File: src/rtl/modmul_pkg.sv
// Shared definitions for the ModMul round-robin scheduler: FSM state encoding,
// default datapath width and the watchdog counter sizing helper.
package modmul_pkg;

    typedef enum logic [1:0] {
        ST_IDLE   = 2'd0,
        ST_LAUNCH = 2'd1,
        ST_BUSY   = 2'd2,
        ST_RESP   = 2'd3
    } state_t;

    localparam int DEFAULT_WIDTH = 128;

    // Bits needed for a counter that must be able to hold the value 'timeout'.
    function automatic int wdog_width(input int timeout);
        return (timeout < 1) ? 1 : $clog2(timeout + 1);
    endfunction

endpackage

File: src/rtl/modmul_arbiter_if.sv
// Bundle of the requester, response and ModMul-side signals of the scheduler.
// 'master' is the scheduler's view; 'slave' is the view of whatever surrounds it
// (requesters, result consumer and the attached ModMul).
interface modmul_arbiter_if
    import modmul_pkg::*;
#(
    parameter int WIDTH = DEFAULT_WIDTH,
    parameter int NREQ  = 4
);
    localparam int IDW = $clog2(NREQ);

    // requester side
    logic [NREQ-1:0]       req_valid;
    logic [NREQ-1:0]       req_ready;
    logic [NREQ*WIDTH-1:0] req_a;
    logic [NREQ*WIDTH-1:0] req_b;

    // response side
    logic                  rsp_valid;
    logic                  rsp_ready;
    logic [WIDTH-1:0]      rsp_r;
    logic [IDW-1:0]        rsp_id;
    logic                  rsp_err;

    // ModMul side
    logic                  mm_reset;
    logic                  mm_enable;
    logic [WIDTH-1:0]      mm_a;
    logic [WIDTH-1:0]      mm_b;
    logic [WIDTH-1:0]      mm_r;
    logic                  mm_done;

    modport master (
        input  req_valid, req_a, req_b, rsp_ready, mm_r, mm_done,
        output req_ready, rsp_valid, rsp_r, rsp_id, rsp_err,
               mm_reset, mm_enable, mm_a, mm_b
    );

    modport slave (
        output req_valid, req_a, req_b, rsp_ready, mm_r, mm_done,
        input  req_ready, rsp_valid, rsp_r, rsp_id, rsp_err,
               mm_reset, mm_enable, mm_a, mm_b
    );

endinterface

File: src/rtl/modmul_arbiter_rr.sv
// Round-robin pick: the first asserted request strictly after last_grant,
// wrapping around to index 0. Purely combinational.
module rr_arbiter #(
    parameter int  NREQ = 4,
    localparam int IDW  = $clog2(NREQ)
) (
    input  logic [NREQ-1:0] req,
    input  logic [IDW-1:0]  last_grant,
    output logic [NREQ-1:0] grant,
    output logic [IDW-1:0]  grant_idx,
    output logic            grant_valid
);

    // Search indices above last_grant first, then wrap to the low indices.
    always_comb begin
        // NOTE: every output gets a default before the loops, so no path leaves one unassigned and no latch is inferred.
        grant       = '0;
        grant_idx   = '0;
        grant_valid = 1'b0;
        for (int i = 0; i < NREQ; i++) begin
            if (!grant_valid && req[i] && (i > int'(last_grant))) begin
                grant[i]    = 1'b1;
                grant_idx   = IDW'(i);
                grant_valid = 1'b1;
            end
        end
        for (int i = 0; i < NREQ; i++) begin
            if (!grant_valid && req[i] && (i <= int'(last_grant))) begin
                grant[i]    = 1'b1;
                grant_idx   = IDW'(i);
                grant_valid = 1'b1;
            end
        end
    end

endmodule

File: src/rtl/modmul_arbiter.sv
// Shares one ModMul (a*b mod p) among NREQ requesters. One operation in flight:
// grant -> one-cycle ModMul reset (LAUNCH) -> enabled run until done or watchdog
// expiry (BUSY) -> hold the tagged result until consumed (RESP).
module modmul_arbiter
    import modmul_pkg::*;
#(
    parameter int WIDTH   = DEFAULT_WIDTH,
    parameter int NREQ    = 4,
    parameter int TIMEOUT = 1023
) (
    input  logic             clk,
    input  logic             reset,
    modmul_arbiter_if.master bus,
    output logic             busy
);

    localparam int IDW = $clog2(NREQ);
    localparam int WDW = wdog_width(TIMEOUT);

    state_t           state_q;
    state_t           state_d;
    logic [IDW-1:0]   last_grant_q;
    logic [IDW-1:0]   id_q;
    logic [WIDTH-1:0] a_q;
    logic [WIDTH-1:0] b_q;
    logic [WIDTH-1:0] r_q;
    logic             err_q;
    logic [WDW-1:0]   wdog_q;

    logic [NREQ-1:0]  grant;
    logic [IDW-1:0]   grant_idx;
    logic             grant_valid;
    logic             accept;
    logic             wdog_expired;

    rr_arbiter #(.NREQ(NREQ)) u_rr (
        .req         (bus.req_valid),
        .last_grant  (last_grant_q),
        .grant       (grant),
        .grant_idx   (grant_idx),
        .grant_valid (grant_valid)
    );

    // A grant is only offered from IDLE and never while reset is held.
    assign accept        = (state_q == ST_IDLE) && grant_valid && reset;
    assign bus.req_ready = accept ? grant : '0;
    assign wdog_expired  = (wdog_q == WDW'(TIMEOUT));

    assign busy          = (state_q != ST_IDLE);
    assign bus.mm_a      = a_q;
    assign bus.mm_b      = b_q;
    assign bus.rsp_r     = r_q;
    assign bus.rsp_id    = id_q;
    assign bus.rsp_err   = err_q;

    // State register; reset drops any in-flight operation back to IDLE.
    always_ff @(posedge clk or negedge reset) begin
        // NOTE: non-blocking (<=) in clocked blocks so every flop samples pre-edge values regardless of block order.
        if (!reset) state_q <= ST_IDLE;
        else        state_q <= state_d;
    end

    // Next-state and ModMul/response control decoded from the current state.
    always_comb begin
        state_d       = state_q;
        bus.mm_reset  = 1'b0;
        bus.mm_enable = 1'b0;
        bus.rsp_valid = 1'b0;
        case (state_q)
            ST_IDLE: begin
                bus.mm_reset = 1'b1;
                if (grant_valid) state_d = ST_LAUNCH;
            end
            ST_LAUNCH: begin
                bus.mm_reset = 1'b1;
                state_d      = ST_BUSY;
            end
            ST_BUSY: begin
                bus.mm_enable = 1'b1;
                // mm_done is only looked at here, so a stale done can't finish a new op.
                if (bus.mm_done || wdog_expired) state_d = ST_RESP;
            end
            ST_RESP: begin
                bus.rsp_valid = 1'b1;
                if (bus.rsp_ready) state_d = ST_IDLE;
            end
            default: state_d = ST_IDLE;
        endcase
    end

    // Operand capture on grant, watchdog, and result/error capture at the end of BUSY.
    always_ff @(posedge clk or negedge reset) begin
        if (!reset) begin
            // NOTE: operand/result registers are reset too, because they drive mm_a/mm_b/rsp_r directly and must read 0 out of reset.
            last_grant_q <= IDW'(NREQ - 1);
            id_q         <= '0;
            a_q          <= '0;
            b_q          <= '0;
            r_q          <= '0;
            err_q        <= 1'b0;
            wdog_q       <= '0;
        end else begin
            case (state_q)
                ST_IDLE: begin
                    if (grant_valid) begin
                        a_q          <= bus.req_a[grant_idx*WIDTH +: WIDTH];
                        b_q          <= bus.req_b[grant_idx*WIDTH +: WIDTH];
                        id_q         <= grant_idx;
                        last_grant_q <= grant_idx;
                    end
                end
                ST_LAUNCH: wdog_q <= '0;
                ST_BUSY: begin
                    wdog_q <= wdog_q + WDW'(1);
                    if (bus.mm_done) begin
                        r_q   <= bus.mm_r;
                        err_q <= 1'b0;
                    end else if (wdog_expired) begin
                        r_q   <= '0;
                        err_q <= 1'b1;
                    end
                end
                default: ;
            endcase
        end
    end

endmodule

File: src/flat_wrapper.sv
// flat-port wrapper written by rule: the top's interface ports become plain ports
module modmul_arbiter_flat import modmul_pkg::*;
#(
    parameter int WIDTH   = DEFAULT_WIDTH,
    parameter int NREQ    = 4,
    parameter int TIMEOUT = 1023
)
  (clk, reset, busy, bus_req_valid, bus_req_a, bus_req_b, bus_rsp_ready, bus_mm_r, bus_mm_done, bus_req_ready, bus_rsp_valid, bus_rsp_r, bus_rsp_id, bus_rsp_err, bus_mm_reset, bus_mm_enable, bus_mm_a, bus_mm_b);
  modmul_arbiter_if #(.WIDTH(WIDTH), .NREQ(NREQ)) bus_i ();
  input  logic clk;
  input  logic reset;
  output logic busy;
  input wire logic [$bits(bus_i.req_valid)-1:0] bus_req_valid;
  input wire logic [$bits(bus_i.req_a)-1:0] bus_req_a;
  input wire logic [$bits(bus_i.req_b)-1:0] bus_req_b;
  input wire logic [$bits(bus_i.rsp_ready)-1:0] bus_rsp_ready;
  input wire logic [$bits(bus_i.mm_r)-1:0] bus_mm_r;
  input wire logic [$bits(bus_i.mm_done)-1:0] bus_mm_done;
  output wire logic [$bits(bus_i.req_ready)-1:0] bus_req_ready;
  output wire logic [$bits(bus_i.rsp_valid)-1:0] bus_rsp_valid;
  output wire logic [$bits(bus_i.rsp_r)-1:0] bus_rsp_r;
  output wire logic [$bits(bus_i.rsp_id)-1:0] bus_rsp_id;
  output wire logic [$bits(bus_i.rsp_err)-1:0] bus_rsp_err;
  output wire logic [$bits(bus_i.mm_reset)-1:0] bus_mm_reset;
  output wire logic [$bits(bus_i.mm_enable)-1:0] bus_mm_enable;
  output wire logic [$bits(bus_i.mm_a)-1:0] bus_mm_a;
  output wire logic [$bits(bus_i.mm_b)-1:0] bus_mm_b;
  assign bus_i.req_valid = bus_req_valid;
  assign bus_i.req_a = bus_req_a;
  assign bus_i.req_b = bus_req_b;
  assign bus_i.rsp_ready = bus_rsp_ready;
  assign bus_i.mm_r = bus_mm_r;
  assign bus_i.mm_done = bus_mm_done;
  assign bus_req_ready = bus_i.req_ready;
  assign bus_rsp_valid = bus_i.rsp_valid;
  assign bus_rsp_r = bus_i.rsp_r;
  assign bus_rsp_id = bus_i.rsp_id;
  assign bus_rsp_err = bus_i.rsp_err;
  assign bus_mm_reset = bus_i.mm_reset;
  assign bus_mm_enable = bus_i.mm_enable;
  assign bus_mm_a = bus_i.mm_a;
  assign bus_mm_b = bus_i.mm_b;
  modmul_arbiter #(.WIDTH(WIDTH), .NREQ(NREQ), .TIMEOUT(TIMEOUT)) u_core (.clk(clk), .reset(reset), .bus(bus_i), .busy(busy));
endmodule
File: config.mk
export PLATFORM = sky130hd
export DESIGN_NAME = modmul_arbiter_flat
export DESIGN_NICKNAME = d
export VERILOG_FILES = /design/src/rtl/modmul_pkg.sv /design/src/rtl/modmul_arbiter_if.sv /design/src/rtl/modmul_arbiter_rr.sv /design/src/rtl/modmul_arbiter.sv /design/src/flat_wrapper.sv
export SDC_FILE = /design/constraint.sdc
export NUM_CORES = 1
export LEC_CHECK = 0
export CAP_MARGIN = 20
export CELL_PAD_IN_SITES_DETAIL_PLACEMENT = 1
export CELL_PAD_IN_SITES_GLOBAL_PLACEMENT = 1
export CORE_AREA = 2 2 605 607
export CTS_BUF_LIST = sky130_fd_sc_hd__clkbuf_4
export DETAILED_ROUTE_END_ITERATION = 16
export DIE_AREA = 0 0 607 609
export DONT_BUFFER_PORTS = 1
export GPL_TIMING_DRIVEN = 0
export PLACE_DENSITY_LB_ADDON = 0.2
export REMOVE_ABC_BUFFERS = 1
export SYNTH_ARGS = -nofsm -noshare
export SYNTH_HDL_FRONTEND = slang
export SYNTH_HIERARCHICAL = 1
export SYNTH_SLANG_ARGS = --single-unit
File: constraint.sdc
create_clock -name clk -period 3.5 [get_ports clk]
set_input_delay 0.7 -clock clk [delete_from_list [all_inputs] [get_ports clk]]
set_output_delay 0.7 -clock clk [all_outputs]
set_load 0.005 [all_outputs]
== Word level (Yosys, flattened, before mapping) ==
Cells that the tools add are included.

* Bits in registers: 401

* $add $sub $neg: 1
* $lt $le $gt $ge: 6
* Eq/ne operators: 7
* Shift-type cells: 2
* Multiplexer cells: 33
* Reduce and logical (&&, ||, !) cells: 29

{| class="wikitable"
|+ Operators by type and width
! kind !! count
|-
| $shiftx A512 B10 Y128 || 2
|-
| $mux W128 || 2
|-
| $pmux W10 S2 || 1
|-
| $mux W1 || 19
|-
| $mux W2 || 9
|-
| $logic_and A1 B1 Y1 || 14
|-
| $add A10 B1 Y10 const B || 1
|-
| $eq A10 B10 Y1 const B || 1
|-
| $pmux W2 S4 || 1
|-
| $logic_not A1 Y1 || 6
|-
| $reduce_bool A2 Y1 || 3
|-
| $eq A2 B2 Y1 const B || 2
|-
| $gt A2 B2 Y1 const A || 2
|-
| $le A2 B2 Y1 const A || 2
|-
| $mux W4 || 1
|-
| $ne A2 B1 Y1 const B || 2
|-
| $reduce_and A2 Y1 || 2
|-
| $reduce_and A3 Y1 || 1
|-
| $eq A2 B1 Y1 const B || 1
|-
| $gt A1 B2 Y1 const A || 1
|-
| $le A1 B2 Y1 const A || 1
|-
| $logic_not A2 Y1 || 1
|-
| $ne A2 B2 Y1 const B || 1
|-
| $reduce_or A2 Y1 || 1
|-
| $logic_or A1 B1 Y1 || 1
|}

== Longest topological paths before layout ==
Gate-level depths: netlist (run 1).

* Depth after elaboration: 29
* Mapped depth: 10
* Gate-level depth less buffers: 6

== Modules after synthesis ==
The synthesis (run 1) kept the hierarchy.

{| class="wikitable"
|+ Modules (own cells, without submodules)
! module !! instances !! cells an instance !! area each (um^2)
|-
| modmul_arbiter || 1 || 1775 || 21257.9
|-
| rr_arbiter || 1 || 34 || 234.0
|}

== Least setup slack after synthesis (run 1) ==
OpenSTA, ideal clock, no wires.

* Path kind: input to output
* Start point: input bus_req_valid[3]
* End point: output bus_req_ready[1]
* Data arrival time: 1.768 ns
* Data required time: 2.800 ns
* Slack: 1.032 ns
* Cell stages on the path: 7
* Buffers on the path: 3
* Cells stage by stage: buf_6 -> nor2_1 -> nand2_1 -> and2_1 -> buf_2 -> clkbuf_1 -> and3_1

* Word-level cells in the longest chain between the ends: 21
* Elaborated cells on any way between the ends: 22

{| class="wikitable"
|+ RTL lines
! item !! line !! RTL
|-
| start, declared || flat_wrapper.sv:13 || <nowiki>input wire logic [$bits(bus_i.req_valid)-1:0] bus_req_valid;</nowiki>
|-
| $logic_and A1 B1 Y1 (2 in series) || modmul_arbiter_rr.sv:21 || <nowiki>if (!grant_valid && req[i] && (i > int'(last_grant))) begin</nowiki>
|-
| $mux W1 || modmul_arbiter_rr.sv:21 ||
|-
| $logic_not A1 Y1 || modmul_arbiter_rr.sv:28 || <nowiki>if (!grant_valid && req[i] && (i <= int'(last_grant))) begin</nowiki>
|-
| $logic_and A1 B1 Y1 || modmul_arbiter_rr.sv:28 ||
|-
| $mux W1 || modmul_arbiter_rr.sv:28 ||
|-
| $logic_not A1 Y1 || modmul_arbiter_rr.sv:28 ||
|-
| $logic_and A1 B1 Y1 (2 in series) || modmul_arbiter_rr.sv:28 ||
|-
| $mux W1 || modmul_arbiter_rr.sv:28 ||
|-
| $logic_not A1 Y1 || modmul_arbiter_rr.sv:28 ||
|-
| $logic_and A1 B1 Y1 (2 in series) || modmul_arbiter_rr.sv:28 ||
|-
| $mux W1 || modmul_arbiter_rr.sv:28 ||
|-
| $logic_not A1 Y1 || modmul_arbiter_rr.sv:28 ||
|-
| $logic_and A1 B1 Y1 (2 in series) || modmul_arbiter_rr.sv:28 ||
|-
| $mux W1 * || modmul_arbiter_rr.sv:28 ||
|-
| via u_core.grant_valid || modmul_arbiter.sv:32 || <nowiki>logic grant_valid;</nowiki>
|-
| $logic_and A1 B1 Y1 * (2 in series) || modmul_arbiter.sv:45 || <nowiki>assign accept = (state_q == ST_IDLE) && grant_valid && reset;</nowiki>
|-
| $mux W4 * || modmul_arbiter.sv:46 || <nowiki>assign bus.req_ready = accept ? grant : '0;</nowiki>
|-
| end, declared || flat_wrapper.sv:19 || <nowiki>output wire logic [$bits(bus_i.req_ready)-1:0] bus_req_ready;</nowiki>
|}

The timed path passes the listed nets; every way through them passes the cells marked *.

== Worst setup path in the final report (run 1) ==
* Start point: register u_core.last_grant_q[1]
* End point: register u_core.a_q[30] (netlist: u_core/bus.mm_a[30])

* Word-level cells in the longest chain between the ends: 27
* Elaborated cells on any way between the ends: 40

{| class="wikitable"
|+ RTL lines
! item !! line !! RTL
|-
| start, declared || modmul_arbiter.sv:22 || <nowiki>logic [IDW-1:0] last_grant_q;</nowiki>
|-
| start signal, assigned || modmul_arbiter.sv:95 || <nowiki>last_grant_q <= IDW'(NREQ - 1);</nowiki>
|-
| start signal, assigned || modmul_arbiter.sv:109 || <nowiki>last_grant_q <= grant_idx;</nowiki>
|-
| $gt A1 B2 Y1 || modmul_arbiter_rr.sv:21 ||
|-
| $logic_and A1 B1 Y1 || modmul_arbiter_rr.sv:21 ||
|-
| $mux W1 || modmul_arbiter_rr.sv:21 ||
|-
| $logic_not A1 Y1 || modmul_arbiter_rr.sv:21 ||
|-
| $logic_and A1 B1 Y1 (2 in series) || modmul_arbiter_rr.sv:21 ||
|-
| $mux W1 || modmul_arbiter_rr.sv:21 ||
|-
| $logic_not A1 Y1 || modmul_arbiter_rr.sv:21 ||
|-
| $logic_and A1 B1 Y1 (2 in series) || modmul_arbiter_rr.sv:21 ||
|-
| (+8 left out) || n/a ||
|-
| $logic_not A1 Y1 || modmul_arbiter_rr.sv:28 ||
|-
| $logic_and A1 B1 Y1 (2 in series) || modmul_arbiter_rr.sv:28 ||
|-
| $mux W1 || modmul_arbiter_rr.sv:28 ||
|-
| $logic_not A1 Y1 || modmul_arbiter_rr.sv:28 ||
|-
| $logic_and A1 B1 Y1 (2 in series) || modmul_arbiter_rr.sv:28 ||
|-
| $mux W2 * || modmul_arbiter_rr.sv:28 ||
|-
| via u_core.grant_idx[0] || modmul_arbiter.sv:31 || <nowiki>logic [IDW-1:0] grant_idx;</nowiki>
|-
| $shiftx A512 B10 Y128 * || modmul_arbiter.sv:106 || <nowiki>a_q <= bus.req_a[grant_idx*WIDTH +: WIDTH];</nowiki>
|-
| end signal, assigned || modmul_arbiter.sv:106 ||
|-
| end, declared || modmul_arbiter.sv:24 || <nowiki>logic [WIDTH-1:0] a_q;</nowiki>
|}

Marks and branches as above.
A chain may end at the register's enable or synchronous reset.

==> results_dict.tcl, run 1 <==
set metrics [dict create \
    yosysTopAreaCellShare_pct 46.46 \
    grt_pass1_vias 23210 \
    rows 222 \
    max_freq_mhz 290.9 \
    drv_cap 0 \
    ant_nets 0 \
    vias_per_cell 2.814 \
    grt_start_max_net_pins 406 \
    drc_errors 0 \
    area_growth_pct 85.45 \
    drt-total-wl_mm 206.1 \
    via_count 22130 \
    power_frac_seq_pct 33.1 \
    endpoint "u_core/bus.mm_a[30]" \
    cp-start-kind "flop" \
    slowest_stage "dfstp_2" \
    violations "hold timing" \
    yosysTopAreaCell "dfrtp_1" \
    cp-end-kind "flop" \
    clkPwrFrac_pct 19.6 \
    synth.distinct_cells 49 \
    nets 4041 \
    fp.dieArea_um2 369700 \
    pre_cts_slack_ns -0.5299 \
    cts_tree "built" \
    synth_fa_ha_area_share_pct 0.3493 \
    first_pass_iters 7 \
    fillers 42560 \
    slew_headroom_pct 6.125 \
    cp_max_fo 17 \
    yosysSeqAreaShare_pct 46.70 \
    setup_slack_ns 0.06229 \
    path_clk_slew_ns 0.07 \
    synthCells 1809 \
    layout_commonest_cell "dlygate4sd3_1" \
    grt_first_pass_wirelength_mm 255.3 \
    reg2reg_depth 11 \
    gr-total-overflow 0 \
    h-tree-depth 4 \
    clk_latency_ns 1.21 \
    synth.cell_area_um2 21490 \
    reg2reg_from "u_core/last_grant_q[1]" \
    clock-skew-final_ns 0.1472 \
    wl_per_cell_um 26.20 \
    core-area_um2 363900 \
    p_leak_nw 15.83 \
    synth_edf_count 0 \
    dpl_cell_area_um2 27610 \
    timing.hold.ws_ns -0.8015 \
    rsz0062_at_grt "true" \
    ir_drop_mv 0.2978 \
    io_buffers 0 \
    fin_tns_setup_ns 0 \
    synth_warnings 6 \
    worstPathArrival_ns 4.46 \
    layout-drive-gt1-share_pct 21.87 \
    power_mw 30.93 \
    synth_top_family_by_area "multiplexers" \
    cp.required_ns 4.52 \
    switching_share_pct 42.79 \
    fin_crit_sh_pct 98.22 \
    fin_area_um2 39860 \
    dp_hpwl_mm 164.7 \
    report.final.slew_viol_count 0 \
    async_flop_share_pct 100.0 \
    drt_iter0_drc 1303 \
    syn_area_per_cell_um2 11.88 \
    clock_sinks 401 \
    max_stage_delay_ns 0.57 \
    cts_made_buffers 154 \
    fin_crit_ns 3.438 \
    synth_xor_area_share_pct 0.2038 \
    crit_chain "nand2b_1 -> a21oi_1 -> o221ai_4 -> buf_12 -> buf_16 -> buf_16 -> buf_16 -> mux4_2 -> dlygate4sd3_1 -> nand2_1 -> nand2_1" \
    cts_root_buf "clkbuf_4" \
    die_h_um 609 \
    path_class "reg2reg" \
    gp_congestion 1.028 \
    cp-startpoint "u_core/last_grant_q[1]" \
    hold_viol_final 401 \
    switchingPower_mw 13.23 \
    io_pins 1555 \
    powerDensity_nw_per_um2 776.0 \
    synth_ff_type "dfrtp_1" \
    final_cell_mix "dlygate4sd3_1 (929), nand2_1 (771), dfrtp_1 (399)" \
    p_int_mw 17.69 \
    final-setup-viol-count 0 \
    synth-simple-area-share_pct 14.78 \
    muxShareOfSynthArea_pct 26.92 \
    die_w_um 607 \
    start_util_pct 5.906 \
    worstMarginPinSlew_ns 1.408 \
    min_path_type "in2async" \
    cpMostUsedCell "buf_16" \
    synth_compound_area_share_pct 6.183 \
    ff2ff_setup_slack_ns 0.06 \
    antenna_found_initial 226 \
    grtUsageTotal_pct 10.65 \
    clockBufferDepth 4 \
    status "complete, but fails checks" \
    r2r-end "u_core/bus.mm_a[30]" \
    synth_area_leaders "dfrtp_1 (46%), mux4_2 (27%), nand2_1 (14%), a22o_1 (5.3%), buf_6 (1.7%)" \
    yosys_register_bits 401 \
    combPwrFrac_pct 47.3 \
]
==> state kept, by name (all words and copies together) (netlist names) <==
name,cells
u_core/bus.mm_a,128
u_core/state_q,2
u_core/bus.rsp_err,1
u_core/bus.mm_b,128
u_core/wdog_q,10
u_core/bus.rsp_r,128
u_core/bus.rsp_id,2
u_core/last_grant_q,2
==> worst max-delay path: cells and delay by family, from the launching register on <==
family                 cells  cell delay (ns)
buffers and inverters      5             1.32
AO/OA/AOI/OAI              2             0.42
multiplexers               1             0.49
flip-flops                 1             0.57
AND/OR/NAND/NOR            3             0.37
==> Yosys cell counts, drive strengths merged, types with 3 or more instances <==
cell	n
a21oi	5
a22o	130
and2	4
and3	4
buf	105
clkbuf	44
dfrtp	399
ha	6
inv	9
mux4	256
nand2	784
nand2b	4
nand3	5
nand4	3
nor2	11
o21ai	8
xor2	3
==> timing repair <==
item                       in CTS  in global routing
cloned                          5                  2
setup buffers                   8                 68
setup endpoints to repair      78                 44
hold endpoints to repair      791                403
pin swaps                       3                  2
resized for setup              20                 14
hold buffers                  925                  6
==> final cells by class <==
type                            count  area, um^2  share of cell area [%]
Inverter                            9       33.78                 0.08476
Clock inverter                     35       202.7                  0.5086
Tap cell                         4816        6026                   15.12
Timing Repair Buffer             1057       11160                   27.99
Antenna cell                       67       167.7                  0.4207
Multi-Input combinational cell   1252       10530                   26.42
Sequential cell                   401       10040                   25.18
Clock buffer                      227        1704                   4.276
==> routing by layer <==
layer / up-vias / routed length (um) / GRT usage (%)
li1: 8767 / - / -
met4: 110 / 9254 / 3.917
met2: 1518 / 102200 / 18.67
met5: - / 713 / 0
met3: 613 / 21570 / 4.656
met1: 11120 / 72360 / 11.17
==> kinds of logic (layout without fill, tap and decap cells) <==
logic type / after synthesis / after routing
flip-flops: 401 / 401
XOR/XNOR: 5 / 5
adder cells (fa/ha/maj): 6 / 6
AND/OR/NAND/NOR: 824 / 826
other: 0 / 67
AO/OA/AOI/OAI: 157 / 157
buffers and inverters: 158 / 1328
multiplexers: 258 / 258
==> per-stage QoR <==
stage / instances / utilization (%) / hold slack [ns]
global placement: 6476 / 7.284 / 0.4198
finish: 7864 / 10.95 / -0.8015
global route: 7834 / 10.93 / -1.036
CTS: 7723 / 10.71 / -1.120
detailed placement: 6525 / 7.587 / 0.4195
floorplan: 1660 / - / 0.4044
==> power by group through the flow <==
stage | logic [mW] | registers (mW) | clock network, mW
after floorplan | 6.66 | 8.15 | 0
after global placement | 6.71 | 10.3 | 0
after detailed placement | 11.1 | 10.7 | 0
after CTS | 14.2 | 10.7 | 6.63
after global routing | 16.0 | 10.6 | 6.81
final | 14.6 | 10.2 | 6.06
==> worst min path at each step <==
stage | end | slack [ns] | depth (start not counted)
2_1_floorplan | u_core/bus.mm_a[0] | 0.40 | 0
3_5_place_dp | u_core/bus.rsp_r[11] | 0.42 | 0
6_report | u_core/bus.rsp_r[47] | -0.80 | 0
5_1_grt | u_core/bus.rsp_r[47] | -1.04 | 0
4_1_cts | u_core/bus.rsp_r[47] | -1.12 | 0
3_3_place_gp | u_core/bus.rsp_r[25] | 0.42 | 0
Note: power is estimated with default switching activity, not from simulation.
==> run 2: changes to the inputs <==
ABC_AREA = 1   (was not set)
CORE_AREA = 2 2 601 603   (was 2 2 605 607)
DIE_AREA = 0 0 603 605   (was 0 0 607 609)
SKIP_LAST_GASP = 1   (was not set)
==> results_dict.tcl, run 2 <==
set metrics [dict create \
    wl_per_cell_um 25.19 \
    fp.dieArea_um2 364800 \
    p_leak_nw 16.46 \
    clock_sinks 401 \
    cp_max_fo 58 \
    h-tree-depth 4 \
    syn_area_per_cell_um2 6.960 \
    fillers 42760 \
    fin_crit_sh_pct 104.3 \
    synth_ff_type "dfrtp_1" \
    first_pass_iters 7 \
    r2r-end "u_core/bus.mm_b[69]" \
    clk_latency_ns 1.21 \
    via_count 30240 \
    use_met1_pct 13.17 \
    grt_pass1_vias 32140 \
    dp.cells 7781 \
    nets 5663 \
    grt_start_max_net_pins 403 \
    start_util_pct 6.273 \
    fin_crit_ns 3.650 \
    grtUsageTotal_pct 12.06 \
    cp.required_ns 4.60 \
    synth_warnings 6 \
    slowest_stage "nor2_1" \
    top_usage_layer "met2" \
    path_clk_slew_ns 0.06 \
    powerDensity_nw_per_um2 818.4 \
    min_path_type "in2async" \
    gr-total-overflow 0 \
    area_growth_pct 94.65 \
    synth.cell_area_um2 22470 \
    drt_iter0_drc 1992 \
    reg2reg_depth 14 \
    yosysSeqAreaShare_pct 44.68 \
    yosysTopAreaCellShare_pct 44.44 \
    synth.distinct_cells 28 \
    drt-total-wl_mm 237.5 \
    synth_edf_count 0 \
    yosysMostFrequentCell "nor2_1" \
    layout_commonest_cell "nor2_1" \
    cts_tree "built" \
    ir_drop_mv 0.4321 \
    layout-drive-gt1-share_pct 8.029 \
    worstMarginPinSlew_ns 1.964 \
    stdcell_count 9426 \
    status "complete, but fails checks" \
    setup_slack_ns -0.1495 \
    synth_area_leaders "dfrtp_1 (44%), nor2_1 (22%), o21ai_0 (8.6%), a31oi_1 (7.1%), nand2_1 (7.1%)" \
    cp-end-kind "flop" \
    endpoint "u_core/bus.mm_b[69]" \
    regArea_um2 10040 \
    gp_congestion 0.8778 \
    vias_per_cell 3.208 \
    io_buffers 0 \
    cts_made_buffers 157 \
    slew_headroom_pct -30.93 \
    rows 220 \
    cts_root_buf "clkbuf_4" \
    synthCells 3228 \
    rsz0062_at_grt "true" \
    core-area_um2 358100 \
    hold_viol_final 401 \
    cts_hold_buf 1273 \
    report.final.slew_viol_count 189 \
    final_cell_mix "nor2_1 (1291), dlygate4sd3_1 (1273), nand2_1 (421)" \
    netlist_top_cells_count "nor2_1 (1303), nand2_1 (425), dfrtp_1 (399), o21ai_0 (387), a31oi_1 (256)" \
    async_flop_share_pct 100.0 \
    reg2reg_from "u_core/last_grant_q[0]" \
    met2_usage_pct 21.75 \
    pre_cts_slack_ns -0.9860 \
    final-setup-viol-count 7 \
    die_w_um 603 \
    cp-startpoint "u_core/last_grant_q[0]" \
    clockBufferDepth 4 \
    yosys_register_bits 401 \
    max_stage_delay_ns 0.68 \
    worstPathArrival_ns 4.75 \
    yosysTopAreaCell "dfrtp_1" \
    antenna_found_initial 111 \
    io_pins 1555 \
    crit_chain "nor2_2 -> nand2_2 -> buf_4 -> nand2_1 -> nor2_1 -> nor2_1 -> nand3_4 -> buf_12 -> buf_16 -> buf_16 -> buf_16 -> nor2_1 -> o21ai_0 -> a31oi_1" \
    path_class "reg2reg" \
    multi_input_comb_area_um2 11180 \
    drc_errors 0 \
    ff2ff_setup_slack_ns -0.15 \
    violations "hold timing, slew limit, setup timing" \
    clock-skew-final_ns 0.1300 \
    grt_first_pass_wirelength_mm 299.7 \
    use_met3_pct 3.346 \
    die_h_um 605 \
    dp_hpwl_mm 169.8 \
    timing.hold.ws_ns -0.7035 \
    drv_cap 0 \
    ant_nets 0 \
    max_freq_mhz 274.0 \
    cp-start-kind "flop" \
]
[run 2: critical path: cells and delay by family, from the launching register on]
family / cells / cell delay [ns]
AND/OR/NAND/NOR: 7 / 1.57
buffers and inverters: 5 / 0.98
flip-flops: 1 / 0.38
AO/OA/AOI/OAI: 2 / 0.35
[run 2: where the power goes]
group | switching, mW | leakage [nW] | internal [mW]
clock | 3.05 | 1.09 | 2.90
sequential | 3.43 | 4.65 | 6.95
combinational | 12.8 | 10.7 | 6.68
[run 2: cell families (layout without fill, tap and decap cells)]
group           count (synthesis)  in the layout  synth area share [%]
compound gates                780            780                 18.81
fa+ha+maj                       6              6                0.3342
buf+inv                       285           1652                 6.533
flops                         401            401                 44.68
other cells                     0             57                     0
simple gates                 1756           1757                 29.65
[run 2: worst min path at each step]
stage	slack (ns)	endpoint	startpoint	cells after the start
6_report	-0.70	u_core/bus.rsp_r[62]	reset	0
5_1_grt	-0.97	u_core/bus.rsp_r[90]	reset	0
4_1_cts	-1.08	u_core/bus.mm_b[75]	reset	0
3_5_place_dp	0.42	u_core/bus.rsp_r[2]	reset	0
3_3_place_gp	0.42	u_core/bus.rsp_r[25]	reset	0
2_1_floorplan	0.40	u_core/bus.mm_a[0]	reset	0
[run 2: what timing repair did]
action,in CTS,in global routing
resized for setup,28,30
setup buffers,13,18
pin swaps,9,15
endpoints found under the hold margin,792,401
cloned,15,11
endpoints found under the setup margin,243,242
[run 2: area by class of cell]
type / instances / share of cell area, %
repair buffers: 1359 / 32.80
multi-input cells: 2543 / 25.58
flip-flops and latches: 401 / 22.95
well taps: 4773 / 13.66
clock buffers: 217 / 3.725
clock inverters: 41 / 0.4692
inverters: 29 / 0.3720
diodes: 57 / 0.3262
repair inverters: 6 / 0.1202
[run 2: metrics by stage]
stage,setup TNS [ns],instance area [um^2],total power [mW],utilization (%)
after floorplan,-3981.72,21110,14.28,-
after global placement,-,27080,15.02,7.562
after detailed placement,-153.71,27960,26.04,7.807
after CTS,-19.29,43110,35.90,12.04
after global routing,-2.831,43670,38.72,12.19
final,-0.5341,43730,35.79,12.21
[run 2: layer usage]
metal / vias to the layer above / part of all wire (%)
li1: 13280 / -
met1: 15000 / 38
met2: 1475 / 50
met3: 441 / 7.0
met4: 46 / 5.0
met5: - / 0.13
